`config.mk`:
```
export PLATFORM = sky130hd
export DESIGN_NAME = decoder_scan_ctrl
export DESIGN_NICKNAME = d
export VERILOG_FILES = /design/src/rtl/decoder_scan_ctrl.sv
export SDC_FILE = /design/constraint.sdc
export NUM_CORES = 1
export LEC_CHECK = 0
export BUFFER_PORTS_ARGS = -buffer_cell sky130_fd_sc_hd__buf_2
export CAP_MARGIN = 20
export CELL_PAD_IN_SITES_DETAIL_PLACEMENT = 0
export CELL_PAD_IN_SITES_GLOBAL_PLACEMENT = 2
export CORE_MARGIN = 4
export CORE_UTILIZATION = 34
export CTS_BUF_LIST = sky130_fd_sc_hd__clkbuf_4 sky130_fd_sc_hd__clkbuf_8
export DETAILED_ROUTE_END_ITERATION = 12
export GPL_TIMING_DRIVEN = 0
export PLACE_DENSITY = 0.83
export SYNTH_ARGS = -nofsm -noshare
export SYNTH_HDL_FRONTEND = slang
export SYNTH_SLANG_ARGS = --single-unit
```
`constraint.sdc`:
```
create_clock -name clk -period 3.15 [get_ports clk]
set_input_delay 0.315 -clock clk [delete_from_list [all_inputs] [get_ports clk]]
set_output_delay 0.315 -clock clk [all_outputs]
set_load 0.01 [all_outputs]
```
`src/rtl/decoder_scan_ctrl.sv`:
```
// decoder_scan_ctrl: scans enabled channels of a 3:8 decoder, dwelling per channel; define SCAN_BLANK_EN for a blank cycle between channels
module decoder_scan_ctrl #(
  parameter int DWELL_W = 8
) (
  input  logic               clk,
  input  logic               rst,
  input  logic               start,
  input  logic               stop,
  input  logic [DWELL_W-1:0] dwell,
  input  logic [7:0]         mask,
  output logic [2:0]         d,
  output logic               E,
  output logic               busy,
  output logic               wrap
);
  typedef enum logic [1:0] {IDLE, SCAN, BLANK} state_t;
  state_t state;
  logic [DWELL_W-1:0] cnt, ldwell;
  logic [7:0] lmask;
  logic [2:0] nxt, low;
  // next enabled channel above d (modulo 8), and lowest enabled channel of the start mask
  always_comb begin
    nxt = d;
    low = 3'd0;
    for (int k = 7; k >= 1; k--) nxt = lmask[3'(d + 3'(k))] ? 3'(d + 3'(k)) : nxt;
    for (int k = 7; k >= 0; k--) low = mask[k] ? 3'(k) : low;
  end
  // scan state machine with registered outputs; cnt holds remaining dwell cycles after the current one
  always_ff @(posedge clk) begin
    if (rst) begin
      state  <= IDLE;
      d      <= 3'd0;
      E      <= 1'b0;
      busy   <= 1'b0;
      wrap   <= 1'b0;
      cnt    <= '0;
      ldwell <= '0;
      lmask  <= '0;
    end else if (state == IDLE) begin
      wrap <= 1'b0;
      if (start && !stop && |mask) begin
        state  <= SCAN;
        lmask  <= mask;
        ldwell <= (dwell == '0) ? DWELL_W'(1) : dwell;
        cnt    <= (dwell == '0) ? '0 : dwell - 1'b1;
        d      <= low;
        E      <= 1'b1;
        busy   <= 1'b1;
      end
    end else if (stop) begin
      state <= IDLE;
      E     <= 1'b0;
      busy  <= 1'b0;
      wrap  <= 1'b0;
      cnt   <= '0;
    end else if (state == BLANK) begin
      state <= SCAN;
      E     <= 1'b1;
      wrap  <= 1'b0;
      cnt   <= ldwell - 1'b1;
    end else if (cnt != '0) begin
      cnt  <= cnt - 1'b1;
      wrap <= 1'b0;
    end else begin
      d    <= nxt;
      wrap <= nxt <= d;
`ifdef SCAN_BLANK_EN
      state <= BLANK;
      E     <= 1'b0;
`else
      cnt   <= ldwell - 1'b1;
`endif
    end
  end
endmodule
```
==> key figures <==
Layout
  • Ant. Diodes: 0
  • Final instance area: 0.00308 mm2
  • Area Overhead vs Synth: 19.3%
  • Register area: about 610 um2
  • Multi-input gate area: between 0.0015 and 0.002 mm2
  • Fill cells: approximately 760
  • Layout cells sized above 1: 0.255
  • Final net count: around 380

Critical path
  • CP Max Fanout: 6
  • Crit start category: flop
  • Crit Path Class: flop to flop
  • WP data required: roughly 3.3 ns
  • CP Data Arrival Time: between 3 and 4 ns
  • Crit. End Element: flop
  • R2r setup slk: between 0.1 and 0.15 ns

Floorplan
  • Initial core utilization: 0.352
  • Rows: 31
  • DIE AREA: ~0.009 mm2
  • Core ar.: ~0.0073 mm2
  • Die height: 95.2 um
  • Die X: about 95 um
  • Num ports: 26

Place
  • IO buf count: 24
  • Area after DPL: around 0.0028 mm2
  • Final HPWL DP: around 5500 um
  • RD Place Congestion: about 0.88

GRT
  • Largest net degree at the start of global routing: 11
  • GRT overflow: 0
  • Total GRT Usage: 0.167
  • Vias in the first global route: 2398
  • Initial antenna violation count: 0
  • Global-route wire length before repair: roughly 12000 um

Clocking
  • Clock transition at path regs: roughly 0.070 ns
  • CTS root buffer: clkbuf_8
  • H-tree depth: 2
  • TritonCTS Buffers: 5
  • Clk_lat worst skew: slightly below 0.3 ns
  • # clock sinks: 30
  • CTS tree: yes
  • Hold Buf Count CTS: 0
  • CTS Buffer Depth: 2

Logic synthesis
  • Post-Synth Adder-Cell Area: 0.0387
  • Share of the yosys chip area belonging to registers: 0.232
  • Cell variety after synth: 60
  • Post-Syn Area per Cell: around 8.4 um2
  • Xor/xnor cell area share of the yosys netlist: 0.0470
  • Synthesized instance count: between 300 and 400
  • Complex-gate fraction of the synthesized area: 0.227
  • Mux cell area share after synthesis: 0.203
  • Area share of the largest cell type after synthesis: 0.232
  • Largest family of logic cells by synthesized area: compound AO/OA/AOI/OAI gates
  • Synthesized area: ~0.0026 mm2
  • Syn Nets: between 300 and 400
  • Leading area contributor after synthesis: dfxtp_1
  • Synth Register Bits: 30
  • Area contributors post-synth: dfxtp_1, mux2i_1, mux4_2
  • Predominant post-synthesis flop cell: dfxtp_1
  • Synthesis Warnings: 0
  • Post-synth EDFFs: 0
  • Asr flop ratio synth: 0
  • Post-synthesis simple-gate area fraction: 0.196

Timing
  • Maximum clock frequency: 331 MHz
  • Period utilization: 0.958
  • Fin. Hold Viols: 0
  • Min cycle time layout: slightly above 3 ns
  • Slew Limit Headroom: 0.513
  • Max-slew violation count: 0
  • Clock Skews: 0.00618 ns
  • TNS Setup: 0 ns
  • # setup viols final: 0
  • RSZ-0062 raised after global routing: yes
  • Slew of the pin with the lowest slew margin: between 0.7 and 0.8 ns
  • Final hold slack: a little over 0.3 ns

Power and ir drop
  • Sw power: roughly 0.00048 W
  • Reg power frac: 0.327
  • VDD IR max: just over 0.2 mV
  • Clock network fraction of total power: 0.253
  • P_int: around 0.00084 W
  • Sw Ratio: 0.364
  • Gate power share: 0.420
  • PwrDens: between 400 and 500 mW/mm2
  • Leakage Power: between 1 and 1.5 nW

Drt
  • Initial DRT Pass Iterations: 4
  • Vias per inst: about 5.6
  • Overall routed net length: ~7300 um
  • Post-DRT Antenna Nets: 0
  • Residual DRC: 0
  • Vias: between 2000 and 3000
  • DRT iter0 DRCs: slightly above 100
  • WL/cell: ~16 um

Worst hold path
  • Hold crit path type: primary input to flop

Flow run
  • # Max-Cap Violations: 0

Run status
  • Outcome: finished clean
[metal layers]
| metal | share of wire | routed length [um] | GRT usage |
|---|---|---|---|
| met1 | 0.46 | 3350 | 0.218 |
| met2 | 0.47 | 3400 | 0.279 |
| met3 | 0.057 | 419 | 0.0276 |
| met4 | 0.018 | 128 | 0.0577 |
| met5 | 0 | 0 | 0 |
[cell usage after synthesis, drive strengths merged, types with 2 or more instances]
master   instances
ha               8
nor3             6
or2              2
nor2            38
nand2b           5
xnor2            7
a21oi           20
or4              2
o21ai           20
mux2i           24
nor2b            6
a22oi            6
nand3b           2
mux2             7
a31oi            3
nor4             5
nand3            2
nand4            3
clkbuf           6
or3              3
xor2             6
o211ai           5
nand2           22
inv             15
buf              9
dfxtp           30
mux4             9
nor3b            3
a221oi           4
and2             4
a21boi           3
a2111oi          3
o21bai           2
a211o            2
a311oi           3
[registers in the layout, summed over array words and instances, names as in the netlist]
register,flops
cnt,8
state,1
wrap,1
d,3
lmask,8
ldwell,8
busy,1
[worst max-delay path: stages (launching register included)]
cell and delay (ns):
dfxtp_2 0.33, inv_2 0.04, clkbuf_8 0.13, ha_4 0.31
mux4_2 0.56, mux2i_4 0.22, mux2i_2 0.26, nand3b_1 0.12
o21ai_2 0.20, inv_2 0.07, ha_4 0.26, a21o_1 0.11
a21oi_2 0.05, a31oi_1 0.16, nor3_1 0.06
[cell type report]
cell class,instances,share of cell area
clock buffers,6,0.0268
well taps,99,0.0402
plain buffers,14,0.0305
multi-input cells,248,0.618
clock inverters,2,0.00406
inverters,15,0.0207
repair buffers,34,0.0633
flip-flops and latches,30,0.197
[kinds of logic after synthesis]
| kind of cell | after synthesis |
|---|---|
| buf+inv | 30 |
| mux | 40 |
| xor+xnor | 13 |
| compound gates | 83 |
| fa+ha+maj | 8 |
| flops | 30 |
| simple gates | 104 |
[power by group through the flow]
| stage | Combinational, W | Clock (W) | Sequential, W |
|---|---|---|---|
| after CTS | 0.000528 | 0.000343 | 0.000432 |
| after global routing | 0.000613 | 0.000361 | 0.000437 |
| after global placement | 0.000474 | 0 | 0.000442 |
| final | 0.000556 | 0.000335 | 0.000433 |
| after detailed placement | 0.000478 | 0 | 0.000442 |
| after floorplan | 0.000366 | 0 | 0.000434 |
[cell usage in the layout, fill, tap and decap left out, types with 4 or more instances in the layout]
master    count
buf_2        28
xnor2_1       6
o211ai_1      4
a21oi_1      17
nor4_1        5
ha_1          6
mux2i_1      22
inv_1        12
clkbuf_1      5
nor2_1       37
nand2b_1      5
a22oi_1       6
clkbuf_8      7
and2_1        4
nand2_1      22
dfxtp_1      28
nor2b_1       6
xor2_1        6
buf_4        12
o21ai_0      18
mux2_2        5
nor3_1        6
mux4_2        9
[worst paths after layout]
check / startpoint / to / cells after the start
worst min-delay path: dwell[6] / ldwell[6]$_SDFFE_PP0P_ / 3
worst max register to register: d[1]$_SDFFE_PP0P_ / wrap$_SDFF_PP0_ / 14
worst min register to register: busy$_SDFFE_PP0P_ / busy$_SDFFE_PP0P_ / 2
worst max-delay path: d[1]$_SDFFE_PP0P_ / wrap$_SDFF_PP0_ / 14
[metrics by stage]
step                      std cells  worst slack (ns)   util  power (W)
after global placement          431            -0.273  0.387   0.000917
after CTS                       447            0.0397  0.416    0.00130
final                           448             0.132  0.420    0.00132
after detailed placement        431            -0.269  0.387   0.000920
after floorplan                 308            0.0458      -   0.000801
after global routing            448           -0.0234  0.420    0.00141
[timing repair]
action,in CTS,in global routing
setup buffers,8,2
pin swaps,3,9
hold endpoints to repair,0,0
gates resized for setup,10,10
endpoints found under the setup margin,1,1
No activity file was read; power rests on OpenSTA's default activity.
